### config.mk
export PLATFORM = sky130hd
export DESIGN_NAME = serial_adder
export DESIGN_NICKNAME = d
export VERILOG_FILES = /design/src/rtl/serial_adder_pkg.sv /design/src/rtl/serial_adder_full_adder_cell.sv /design/src/rtl/serial_adder.sv
export SDC_FILE = /design/constraint.sdc
export NUM_CORES = 1
export LEC_CHECK = 0
export CORE_ASPECT_RATIO = 1.4
export CORE_MARGIN = 2
export CORE_UTILIZATION = 40
export CTS_BUF_LIST = sky130_fd_sc_hd__clkbuf_16
export CTS_CLUSTER_DIAMETER = 150
export DETAILED_ROUTE_END_ITERATION = 12
export REMOVE_ABC_BUFFERS = 1
export SETUP_SLACK_MARGIN = 0.15
export SYNTH_ARGS = -nofsm -noshare
export SYNTH_HDL_FRONTEND = slang
export SYNTH_SLANG_ARGS = --single-unit
### constraint.sdc
create_clock -name clk -period 1.85 [get_ports clk]
set_input_delay 0.2775 -clock clk [delete_from_list [all_inputs] [get_ports clk]]
set_output_delay 0.2775 -clock clk [all_outputs]
set_load 0.03 [all_outputs]
### src/rtl/serial_adder_pkg.sv
// Shared types and defaults for the bit-serial adder/subtractor.
package serial_adder_pkg;

    localparam int unsigned DEFAULT_WIDTH = 8;

    typedef enum logic [1:0] {
        IDLE = 2'd0,
        RUN  = 2'd1,
        DONE = 2'd2
    } state_e;

endpackage : serial_adder_pkg

### src/rtl/serial_adder_full_adder_cell.sv
// Single-bit full adder; the only arithmetic in the serial datapath.
module full_adder_cell (
    input  logic x,
    input  logic y,
    input  logic cin,
    output logic s,
    output logic co
);

    assign s  = x ^ y ^ cin;
    assign co = (x & y) | (cin & (x ^ y));

endmodule : full_adder_cell

### src/rtl/serial_adder.sv
// Bit-serial add/subtract: one bit per cycle, LSB first, result published with a done pulse.
module serial_adder
    import serial_adder_pkg::*;
#(
    parameter int unsigned WIDTH = DEFAULT_WIDTH
) (
    input  logic             clk,
    input  logic             rst_n,
    input  logic             start,
    input  logic             sub,
    input  logic [WIDTH-1:0] a,
    input  logic [WIDTH-1:0] b,
    output logic             ready,
    output logic [WIDTH-1:0] sum,
    output logic             cout,
    output logic             ovf,
    output logic             done
);

    localparam int unsigned CW = (WIDTH > 1) ? $clog2(WIDTH) : 1;
    localparam logic [CW-1:0] LAST_BIT = CW'(WIDTH - 1);

    state_e           state_q, state_d;
    logic [WIDTH-1:0] a_sr_q, a_sr_d;
    logic [WIDTH-1:0] b_sr_q, b_sr_d;
    logic [WIDTH-1:0] res_q, res_d;
    logic [WIDTH-1:0] sum_q, sum_d;
    logic             carry_q, carry_d;
    logic             cout_q, cout_d;
    logic             ovf_q, ovf_d;
    logic [CW-1:0]    cnt_q, cnt_d;

    logic cell_s;
    logic cell_co;

    full_adder_cell u_cell (
        .x   (a_sr_q[0]),
        .y   (b_sr_q[0]),
        .cin (carry_q),
        .s   (cell_s),
        .co  (cell_co)
    );

    always_comb begin
        state_d = state_q;
        a_sr_d  = a_sr_q;
        b_sr_d  = b_sr_q;
        res_d   = res_q;
        sum_d   = sum_q;
        carry_d = carry_q;
        cout_d  = cout_q;
        ovf_d   = ovf_q;
        cnt_d   = cnt_q;

        case (state_q)
            IDLE: begin
                if (start) begin
                    // Subtraction is a + ~b + 1: the +1 rides in on the carry flop.
                    a_sr_d  = a;
                    b_sr_d  = sub ? ~b : b;
                    carry_d = sub;
                    cnt_d   = '0;
                    state_d = RUN;
                end
            end
            RUN: begin
                a_sr_d  = a_sr_q >> 1;
                b_sr_d  = b_sr_q >> 1;
                res_d   = {cell_s, res_q[WIDTH-1:1]};
                carry_d = cell_co;
                if (cnt_q == LAST_BIT) begin
                    // carry_q is the carry into the MSB on this final cycle.
                    sum_d   = {cell_s, res_q[WIDTH-1:1]};
                    cout_d  = cell_co;
                    ovf_d   = carry_q ^ cell_co;
                    state_d = DONE;
                end else begin
                    cnt_d = cnt_q + 1'b1;
                end
            end
            DONE: begin
                state_d = IDLE;
            end
            default: begin
                state_d = IDLE;
            end
        endcase
    end

    always_ff @(posedge clk or negedge rst_n) begin
        if (!rst_n) begin
            state_q <= IDLE;
            a_sr_q  <= '0;
            b_sr_q  <= '0;
            res_q   <= '0;
            sum_q   <= '0;
            carry_q <= 1'b0;
            cout_q  <= 1'b0;
            ovf_q   <= 1'b0;
            cnt_q   <= '0;
        end else begin
            state_q <= state_d;
            a_sr_q  <= a_sr_d;
            b_sr_q  <= b_sr_d;
            res_q   <= res_d;
            sum_q   <= sum_d;
            carry_q <= carry_d;
            cout_q  <= cout_d;
            ovf_q   <= ovf_d;
            cnt_q   <= cnt_d;
        end
    end

    assign ready = (state_q == IDLE);
    assign done  = (state_q == DONE);
    assign sum   = sum_q;
    assign cout  = cout_q;
    assign ovf   = ovf_q;

endmodule : serial_adder

## Word level (Yosys, flattened, before mapping)

Index checks and enable logic that the tools add are counted.

- Word-level logic and storage cells: 42
- Register bits: 40

- Muxes and demuxes: 13
- Equality and inequality tests: 6
- Bitwise logic cells: 7
- Reductions and logical operators: 6
- Add/sub/neg operators: 1

Operators by type and width:

| kind | number |
|---|---|
| $pmux W8 S2 | 2 |
| $mux W8 | 3 |
| $not A8 Y8 | 1 |
| $mux W3 | 2 |
| $ne A2 B2 Y1 const B | 3 |
| $pmux W3 S2 | 1 |
| $reduce_and A2 Y1 | 3 |
| $mux W2 | 2 |
| $pmux W2 S2 | 1 |
| $add A3 B1 Y3 const B | 1 |
| $eq A3 B3 Y1 const B | 1 |
| $reduce_and A3 Y1 | 1 |
| $xor A1 B1 Y1 | 3 |
| $and A1 B1 Y1 | 2 |
| $eq A2 B1 Y1 const B | 1 |
| $eq A2 B2 Y1 const B | 1 |
| $logic_not A2 Y1 | 1 |
| $pmux W1 S2 | 1 |
| $reduce_bool A2 Y1 | 1 |
| $mux W1 | 1 |
| $or A1 B1 Y1 | 1 |

## Depth between registers and ports, before layout

- Depth after elaboration: 4
- Gate-level depth with buffers: 6

## By module

From an unflattened synthesis, not the netlist that was laid out.

- Cells, all modules: 157
- Area total of the unflattened synthesis: 1841.8 sq um

Modules (own cells, without submodules):

| module | cells an instance | sequential area each (sq um) | area each (sq um) | times used |
|---|---|---|---|---|
| serial_adder | 156 | 975.9 | 1821.7 | 1 |
| full_adder_cell | 1 | 0.0 | 20.0 | 1 |

## Least setup slack after synthesis

Ideal clock, no wire load.

- Kind: reg2out
- Start: register state_q[0]
- End: output port done
- Path slack: 385 ps
- Arrival: 1187 ps
- Stages on the path, launching flop included: 4
- Cells stage by stage: dfrtp_1 > buf_6 > buf_2 > nor2_1

- Longest elaborated chain between the ends: 1

RTL lines:

| item | RTL line | RTL |
|---|---|---|
| from (decl) | serial_adder.sv:23 | `state_e state_q, state_d;` |
| from (signal assigned) | serial_adder.sv:102 | `state_q <= state_d;` |
| $eq A2 B2 Y1 | serial_adder.sv:115 | `assign done = (state_q == DONE);` |
| to (decl) | serial_adder.sv:17 | `output logic done` |

No other way between the ends.

## Final worst setup path

- Start: register state_q[0]
- End: output port ready

- Longest elaborated chain between the ends: 1

RTL lines:

| item | RTL line | RTL |
|---|---|---|
| $logic_not A2 Y1 | serial_adder.sv:114 | `assign ready = (state_q == IDLE);` |
| to (decl) | serial_adder.sv:13 | `output logic ready,` |

No other way between the ends.

==> flow_metrics.tcl <==
set metrics [dict create \
    run_status "finished, final reports clean" \
    ctsLongestPathBuffers 2 \
    detail_route.first_pass.iterations 7 \
    busiest_layer "met2" \
    placeableCoreArea_sq_um 4270 \
    final.setup.tns_ps 0 \
    vdd_drop_max_v 0.000644 \
    timing.final.setup_violations 0 \
    drt_first_iter_violations 33 \
    tritoncts.num_buffers 5 \
    crit_arrival_ps 1330 \
    synthesis_to_finish_area_growth_pct 29.7 \
    synth_top_cells_by_area "sky130_fd_sc_hd__dfrtp_1 54%, sky130_fd_sc_hd__nand2_1 8.7%, sky130_fd_sc_hd__mux2_4 5.8%" \
    final-hold-violation-count 0 \
    die_x_microns 60.8 \
    layout_common_cells "42 x sky130_fd_sc_hd__nand2_1, 38 x sky130_fd_sc_hd__dfrtp_1, 28 x sky130_fd_sc_hd__clkdlybuf4s50_1, 10 x sky130_fd_sc_hd__buf_4, 9 x sky130_fd_sc_hd__o21ai_1" \
    worstSetupStartpointType "flip-flop" \
    criticalPathCategory "flip-flop to output pin" \
    syn-instance-count 161 \
    cts_htree_levels 2 \
    floorplan.initialDensity_pct 42.2 \
    clock_tree.root_cell "sky130_fd_sc_hd__clkbuf_16" \
    worst_clock_skew_ps 3.53 \
    final_layout_size_suffix_gt1_share_pct 16.6 \
    finish.utilization_pct 54.7 \
    num_antenna_cells 0 \
    drc 0 \
    final_period_minus_worst_setup_slack_ps 1610 \
    grt_overflow_total 0 \
    number_of_vias_after_detailed_routing 1290 \
    met2_usage_pct 26.2 \
    grt_start_max_net_pins 40 \
    post-synth-top-area-fraction_pct 54.1 \
    clock_tree_from_tritoncts "built" \
    count_of_input_and_output_buffers 31 \
    report.power.total_uw 4010 \
    setup_repair_after_global_routing_missed_its_margin "no" \
    share_clk_of_total_power_pct 23.9 \
    cts.sink_count 39 \
    globalRouteMet1Util_pct 18.5 \
    total_wirelength_microns 3490 \
    number_of_global_route_vias_before_repair 1380 \
    hold_path.class "input port to asynchronous set/reset pin" \
    power_switching_share_pct 35.0 \
    power-per-cell-area_nw_per_um2 1710 \
    cellLeakagePower_uw 0.00113 \
    boundaryPins 32 \
    place.gp.congestion 0.706 \
    num-fill-cells 406 \
    die_ar_sq_um 5070 \
    most_common_cell_after_layout_fill_and_taps_aside "sky130_fd_sc_hd__nand2_1" \
    required_ps 1570 \
    dpl.hpwl_microns 2460 \
    synth.lib_cells_used.distinct 32 \
    multiInputGateArea_sq_um 744 \
    finalMaxSlewViolations 0 \
    num_rows 28 \
    internal-power_uw 2610 \
    path_clk_slew_ps 60 \
    synth_area_per_inst_sq_um 11.2 \
    synthesized_area_sq_um 1800 \
    synth.largest_area_cell "sky130_fd_sc_hd__dfrtp_1" \
    cts_post_setup_buffers_inserted 0 \
    post_cts_hold_buffer_count 0 \
    grt_first_pass_wirelength_microns 6080 \
    worst_slew_pin_slew_ps 489 \
    max-cap-violations 0 \
    met3_usage_pct 5.58 \
    maxClockFrequency_mhz 623 \
    number_of_antenna_violations_at_the_first_check_in_global_routing 0 \
    fin_nets 221 \
    floorplan.die.height_microns 83.5 \
    timing.slew.headroom_pct 67.4 \
    yosys_warnings 0 \
    detailed_route_vias_per_instance 4.98 \
    power.net_switching_uw 1400 \
    detail-route-antenna-nets 0 \
    timing.critical_path.to_type "output pin" \
    seqCellArea_sq_um 977 \
    power_frac_seq_pct 36.8 \
    routedWlPerCell_microns 13.5 \
    cts_repair_resize_count 1 \
    yosys_register_bits 39 \
    grt_util_all_layers_pct 15.6 \
    critical_path.max_fanout 10 \
    clock_latency_ps 280 \
    fin_crit_sh_pct 86.8 \
    share_comb_of_total_power_pct 39.3 \
    yosysSeqAreaShare_pct 54.1 \
]
## area by class of cell
type | count | area share [%]
Sequential cell | 39 | 41.8
Multi-Input combinational cell | 108 | 31.8
Timing Repair Buffer | 39 | 15.4
Clock buffer | 5 | 5.35
Tap cell | 60 | 3.21
Clock inverter | 3 | 1.66
Inverter | 5 | 0.802
## worst max-delay path: stages (launching register included)
cell and delay (ps):
sky130_fd_sc_hd__dfrtp_1 580, sky130_fd_sc_hd__buf_4 240, sky130_fd_sc_hd__nor2_1 50, sky130_fd_sc_hd__buf_4 170
## synth_stat cells
cell / count
sky130_fd_sc_hd__inv_1: 4
sky130_fd_sc_hd__nor3b_2: 1
sky130_fd_sc_hd__nand2_1: 42
sky130_fd_sc_hd__nor2b_1: 4
sky130_fd_sc_hd__buf_2: 4
sky130_fd_sc_hd__o21bai_2: 1
sky130_fd_sc_hd__o21ai_2: 1
sky130_fd_sc_hd__nor2_1: 3
sky130_fd_sc_hd__nand2b_1: 1
sky130_fd_sc_hd__a32oi_1: 5
sky130_fd_sc_hd__inv_2: 1
sky130_fd_sc_hd__a22oi_1: 7
sky130_fd_sc_hd__clkbuf_1: 1
sky130_fd_sc_hd__dfrtp_1: 39
sky130_fd_sc_hd__xnor2_1: 1
sky130_fd_sc_hd__mux2_1: 2
sky130_fd_sc_hd__mux2_4: 7
sky130_fd_sc_hd__and3b_1: 1
sky130_fd_sc_hd__a31oi_1: 2
sky130_fd_sc_hd__xor2_1: 8
sky130_fd_sc_hd__ha_1: 2
sky130_fd_sc_hd__a222oi_1: 2
sky130_fd_sc_hd__mux2_2: 1
sky130_fd_sc_hd__nand3b_4: 1
sky130_fd_sc_hd__o21ai_1: 9
sky130_fd_sc_hd__fa_1: 1
sky130_fd_sc_hd__buf_4: 1
sky130_fd_sc_hd__a22o_1: 2
sky130_fd_sc_hd__buf_6: 3
sky130_fd_sc_hd__nor2b_4: 1
sky130_fd_sc_hd__o21ai_0: 2
sky130_fd_sc_hd__a21oi_1: 1
## power groups by stage
stage               clock network (uW)  registers [uW]  logic, uW
floorplan                            0            1660        813
global placement                     0            1480       1550
detailed placement                   0            1490       1600
CTS                                980            1480       1600
global route                      1030            1530       1740
finish                             959            1480       1570
## metal layers
metal | wire (microns) | part of all wire [%]
met3 | 152 | 4.4
met5 | 0 | 0
met4 | 36 | 1.0
met1 | 1510 | 43
met2 | 1790 | 51
## worst paths after layout
| path | slack [ps] | depth (start not counted) | end | from |
|---|---|---|---|---|
| worst max-delay path | 250 | 3 | ready | state_q[0] |
| worst min-delay path | 50 | 2 | sum[7] | rst_n |
| worst max register to register | 320 | 4 | sum[0] | cnt_q[0] |
| worst min register to register | 480 | 2 | b_sr_q[5] | b_sr_q[5] |
| max in group asynchronous | 1440 | 2 | state_q[1] | rst_n |
| min in group clk | 480 | 2 | b_sr_q[5] | b_sr_q[5] |
## sequential cells by signal, indices dropped and copies added, names as in the netlist
| name | cells |
|---|---|
| a_sr_q | 8 |
| cnt_q | 3 |
| cout | 1 |
| res_q | 7 |
| state_q | 2 |
| ovf | 1 |
| carry_q | 1 |
| b_sr_q | 8 |
| sum | 8 |
## cell families after synthesis
kind of cell	after synthesis	synth area share, %
compound gates	32	12.6
xor+xnor	9	4.37
fa+ha+maj	3	2.50
buf+inv	14	4.65
flops	39	54.1
mux	10	7.70
simple gates	54	14.1
## metrics by stage
stage / area (sq um) / cells / worst slack, ps / hold slack (ps)
after global routing: 2340 / 259 / 169 / 88.4
after CTS: 2340 / 259 / 242 / 66.5
final: 2340 / 259 / 245 / 49.4
after global placement: 2170 / 251 / 224 / 357
after floorplan: 1740 / 152 / 301 / -18.1
after detailed placement: 2170 / 251 / 184 / 364
No activity file was read; power rests on OpenSTA's default activity.
==> RTL edit 1: new RTL, config.mk and constraints unchanged <==
Take the reset off `a_sr_q`, `b_sr_q`, `res_q` and `sum_q` and load them in a clocked block of their own.
--- a/src/rtl/serial_adder.sv
+++ b/src/rtl/serial_adder.sv
@@ -92,6 +92,2 @@
             state_q <= IDLE;
-            a_sr_q  <= '0;
-            b_sr_q  <= '0;
-            res_q   <= '0;
-            sum_q   <= '0;
             carry_q <= 1'b0;
@@ -102,6 +98,2 @@
             state_q <= state_d;
-            a_sr_q  <= a_sr_d;
-            b_sr_q  <= b_sr_d;
-            res_q   <= res_d;
-            sum_q   <= sum_d;
             carry_q <= carry_d;
@@ -111,2 +103,9 @@
         end
+    end
+
+    always_ff @(posedge clk) begin
+        a_sr_q <= a_sr_d;
+        b_sr_q <= b_sr_d;
+        res_q  <= res_d;
+        sum_q  <= sum_d;
     end
Formal check against the unedited RTL: differs if rst_n is asserted again (counterexample within 10 cycles, from zero or initial values and one cycle with rst_n low); with rst_n held inactive, the same outputs for 10 cycles.
==> RTL edit 1 against the unedited design <==
Utilization increased by 0.27 points. Clock power decreased by 2.9%. Wire length decreased by 29%. Clock skew about the same. Sequential power increased by 12%. Design area decreased by 7.9%. Area after synthesis decreased by 9.9%. Power decreased by 8.5%. Via count decreased by 29%. Sequential cell count unchanged. Worst setup slack got worse by 0.0099 ns.
==> RTL edit 1: results (changes against the unedited design) <==
slowest_stage: "sky130_fd_sc_hd__dfrtp_1"  # unchanged
synth_top_family_by_area: "multiplexers"  # was simple AND/OR/NAND/NOR gates
slew-limit-headroom_pct: 69.9  # was 67.4%
cp_max_fo: 8  # was 10
wl_per_cell_um: 13.3  # was 13.5 µm
root_buffer: "sky130_fd_sc_hd__clkbuf_16"  # unchanged
outcome: "completed"  # unchanged
ys_top_cells_by_area: "sky130_fd_sc_hd__edfxtp_1 57%, sky130_fd_sc_hd__dfrtp_1 12%, sky130_fd_sc_hd__mux2_2 5.5%"  # was sky130_fd_sc_hd__dfrtp_1 54%, sky130_fd_sc_hd__nand2_1 8.7%, sky130_fd_sc_hd__mux2_4 5.8%
synthTopCellsByCount: "31 x sky130_fd_sc_hd__edfxtp_1, 9 x sky130_fd_sc_hd__xnor2_1, 8 x sky130_fd_sc_hd__dfrtp_1, 8 x sky130_fd_sc_hd__mux2_2, 8 x sky130_fd_sc_hd__nand2_1"  # was 42 x sky130_fd_sc_hd__nand2_1, 39 x sky130_fd_sc_hd__dfrtp_1, 9 x sky130_fd_sc_hd__o21ai_1
clock_tree.buffer_depth: 2  # unchanged
postSynthCellCount: 104  # was 161
final.setup_skew_ns: 0.00345  # was 0.00353 ns
post_synth_xor_area_fraction_pct: 4.85  # was 4.37%
vdd_ir_drop_max_mv: 0.963  # was 0.644 mV
initialDrtViolationCount: 6  # was 33
avgViaCountPerCell: 4.95  # was 4.98
fin_nets: 164  # was 221
setup_viol: 0  # unchanged
synth_top_flop_cell: "sky130_fd_sc_hd__edfxtp_1"  # was sky130_fd_sc_hd__dfrtp_1
drive_gt1_share_pct: 16.9  # was 16.6%
synthesis.yosys.warnings: 0  # unchanged
synth-seq-area-share_pct: 69.6  # was 54.1%
detailedPlacementHpwl_um: 1870  # was 2460 µm
synth_enable_flop_cells: 31  # was 0
final_replace_weighted_congestion: 0.778  # was 0.706
static-leakage-power_nw: 0.848  # was 1.13 nW
netlist-cell-type-count: 23  # was 32
via_count_of_the_first_global_routing_pass: 880  # was 1380
ys_async_rst_share_pct: 20.5  # was 100%
clk_transition_reported_paths_ns: 0.05
synth-adder-area-share_pct: 2.77  # was 2.50%
fillerInstances: 329  # was 406
timing.reg2reg.worst_path_depth: 3  # was 4
post_cts.resized_instances: 2  # was 1
pin_count_of_the_biggest_net_entering_global_routing: 17  # was 40
post-cts-setup-buffers: 0  # unchanged
synth_compound_area_share_pct: 6.24  # was 12.6%
count_of_placed_standard_cells_including_taps: 177  # was 251
finalWirelength_um: 2460  # was 3490 µm
hold_class: "in -> async"  # unchanged
track_usage_pct: 11.6  # was 15.6%
detailed_place.area_um2: 1990  # was 2170 µm²
worst_path_largest_cell_delay_ns: 0.49  # was 0.58 ns
detailedRoute.firstPassIterationCount: 4  # was 7
p_per_area_nw_per_um2: 1700  # was 1710 nW/µm²
ctsHtreeMaxLevel: 2  # unchanged
grt_first_pass_wirelength_um: 4020  # was 6080 µm
portion_of_netlist_area_occupied_by_mux_cells_pct: 7.08  # was 7.70%
-- RTL edit 1: changes by cell type in the layout (fill, tap and decap cells not counted), sizes merged, moves of 3 or more --
cell / unedited run / this run
o21ai: 12 / 7
a22o: 2 / 5
inv: 5 / 2
buf: 11 / 4
nand2: 42 / 8
xnor2: 1 / 9
a22oi: 7 / 1
a32oi: 5 / 0
edfxtp: 0 / 31
xor2: 8 / 0
dfrtp: 39 / 8
-- RTL edit 1: path summary, 6_finish.rpt --
path,start,slack (ns),end
max,state_q[1],0.24,done
min,rst_n,0.29,state_q[0]
max reg2reg,state_q[0],0.24,a_sr_q[5]
min reg2reg,res_q[1],0.42,sum[0]
max in group asynchronous,rst_n,1.28,ovf
min in group clk,res_q[1],0.42,sum[0]
-- RTL edit 1: layer usage --
metal  global-route usage (%)  routed length, µm  vias to the layer above
li1                         -                  -                      448
met1                     12.6               1010                      433
met2                     20.8               1310                       30
met3                     3.40                118                        5
met4                     4.88                 28                        0
met5                        0                  0                        -
-- RTL edit 1: logic make-up after synthesis --
logic type | after synthesis
AO/OA/AOI/OAI | 16
adder cells (fa/ha/maj) | 3
XOR/XNOR | 9
AND/OR/NAND/NOR | 20
flip-flops | 39
buffers and inverters | 7
multiplexers | 10
-- RTL edit 1: area by class of cell --
type / instances / area share, %
timing repair buffer: 35 / 16.3
clock buffer: 5 / 5.80
multi-input combinational: 58 / 20.8
tap: 43 / 2.50
inverter: 2 / 0.348
clock inverter: 3 / 1.80
sequential: 39 / 52.5
-- RTL edit 1: per-stage QoR --
step | setup slack (ns) | power, W
final | 0.235 | 0.00367
after global routing | 0.156 | 0.00389
after CTS | 0.215 | 0.00372
after detailed placement | 0.114 | 0.00278
after global placement | 0.143 | 0.00274
after floorplan | 0.144 | 0.00234
-- RTL edit 1: report_power, final --
| part | switching [W] | total (W) | internal (W) |
|---|---|---|---|
| logic | 0.000529 | 0.00108 | 0.000548 |
| registers | 0.000175 | 0.00166 | 0.00149 |
| clock network | 0.000303 | 0.000931 | 0.000628 |
-- RTL edit 1: worst max-delay path, delay by kind of cell, from the launching register on --
kind | cells | cell delay (ns)
flops | 1 | 0.49
simple gates | 1 | 0.17
buf+inv | 1 | 0.40
==> RTL edit 2: new RTL, same flow settings <==
Without the edit above. `DEFAULT_WIDTH`: 8 -> 4.
--- a/src/rtl/serial_adder_pkg.sv
+++ b/src/rtl/serial_adder_pkg.sv
@@ -3,3 +3,3 @@
 
-    localparam int unsigned DEFAULT_WIDTH = 8;
+    localparam int unsigned DEFAULT_WIDTH = 4;
 
Ports: changed (resized a, b and sum); port bits go from 32 to 20. No check against the original RTL was run, so the function may have changed too.
==> RTL edit 2 against the unedited design <==
Power shrank 42%. Sequential cell count shrank 17. First-iteration DRC count shrank 70%. Worst setup slack gained 0.065 ns. Worst hold slack gained 0.32 ns. Wire length shrank 50%. Area after synthesis shrank 41%. Utilization shrank 1.5 points. Design area shrank 42%. Die area shrank 39%. Global-route usage shrank 1.7 points.
==> RTL edit 2: results (changes against the unedited design) <==
outcome: "completed"  # unchanged
grt_first_pass_wirelength_um: 3090  # was 6080 µm
groute.layer.met3.usage_pct: 2.79  # was 5.58%
worstSetupStartpoint: "cout"  # was state_q[0]
switching_power_w: 0.000807  # was 0.00140 W
global_route_track_usage_on_met2_pct: 22.0  # was 26.2%
final_replace_weighted_congestion: 0.676  # was 0.706
worst_path_largest_cell_delay_ns: 0.67  # was 0.58 ns
detailedRoute.firstPassIterationCount: 4  # was 7
static-leakage-power_nw: 0.649  # was 1.13 nW
ys_top_cells_by_area: "sky130_fd_sc_hd__dfrtp_1 52%, sky130_fd_sc_hd__mux2_1 5.3%, sky130_fd_sc_hd__mux2_4 4.3%"  # was sky130_fd_sc_hd__dfrtp_1 54%, sky130_fd_sc_hd__nand2_1 8.7%, sky130_fd_sc_hd__mux2_4 5.8%
ctsHtreeMaxLevel: 1  # was 2
num_vias: 684  # was 1290
via_count_of_the_first_global_routing_pass: 717  # was 1380
slew-limit-headroom_pct: 79.2  # was 67.4%
seq_power_share_pct: 35.6  # was 36.8%
final.setup_skew_ns: 0.00275  # was 0.00353 ns
cp_max_fo: 2  # was 10
synth-seq-area-share_pct: 51.9  # was 54.1%
power_clock_w: 0.000441  # was 0.000959 W
fin_nets: 122  # was 221
timing.rr.start: "state_q[1]"  # was cnt_q[0]
post-route-worst-setup-slack_ns: 0.310  # was 0.245 ns
worst_r2r_endpoint: "b_sr_q[0]"  # was sum[0]
detailedPlacementHpwl_um: 1290  # was 2460 µm
clkLatencyLatePin_ns: 0.25  # was 0.28 ns
timing.critical_path.arrival_ns: 1.26  # was 1.33 ns
slowest_stage: "sky130_fd_sc_hd__clkdlybuf4s50_1"  # was sky130_fd_sc_hd__dfrtp_1
critical_path_sink: "cout"  # was ready
track_usage_pct: 13.9  # was 15.6%
post_cts.resized_instances: 2  # was 1
critPathTopFamily: "buffers and inverters"  # was flip-flops
finalWirelength_um: 1760  # was 3490 µm
reg2reg_setup_slack_ns: 0.51  # was 0.32 ns
cts_inserted_buffers: 3  # was 5
==> RTL edit 2: cell count changes after synthesis, sizes merged, moves of 3 or more <==
| cell | unedited run | this run |
|---|---|---|
| nand2 | 42 | 7 |
| dfrtp | 39 | 22 |
| o21ai | 12 | 6 |
| a22oi | 7 | 2 |
| a32oi | 5 | 0 |
| buf | 8 | 3 |
| xor2 | 8 | 4 |
| nor2b | 5 | 2 |
==> RTL edit 2: logic make-up after synthesis <==
| group | Yosys count | share of synthesized area (%) |
|---|---|---|
| AO/OA/AOI/OAI | 20 | 14.4 |
| XOR/XNOR | 5 | 4.13 |
| adder cells (fa/ha/maj) | 2 | 3.07 |
| buffers and inverters | 9 | 4.37 |
| flip-flops | 22 | 51.9 |
| multiplexers | 9 | 10.6 |
| AND/OR/NAND/NOR | 18 | 11.5 |
==> RTL edit 2: worst min-delay path by stage <==
stage                     depth (start not counted)        end
after global placement                            2        ovf
final                                             2     sum[3]
after CTS                                         2     sum[3]
after floorplan                                   0  a_sr_q[0]
after detailed placement                          2        ovf
after global routing                              2       cout
==> RTL edit 2: routing by layer <==
layer,share of wire (%),vias up
li1,-,343
met1,46,323
met2,49,16
met3,4.3,2
met4,0.80,0
met5,0,-
==> RTL edit 2: final cells by class <==
class	instances	area (µm²)
multi-input cells	54	463
flip-flops and latches	22	551
repair buffers	22	210
clock buffers	3	75.1
inverters	5	18.8
well taps	36	45.0
fillers	239	1200
==> RTL edit 2: through the flow <==
stage | util [%] | cells | total power [W]
after CTS | 53.2 | 142 | 0.00236
after floorplan | - | 81 | 0.00157
final | 53.2 | 142 | 0.00232
after detailed placement | 50.4 | 139 | 0.00192
after global placement | 50.4 | 139 | 0.00190
after global routing | 53.2 | 142 | 0.00250
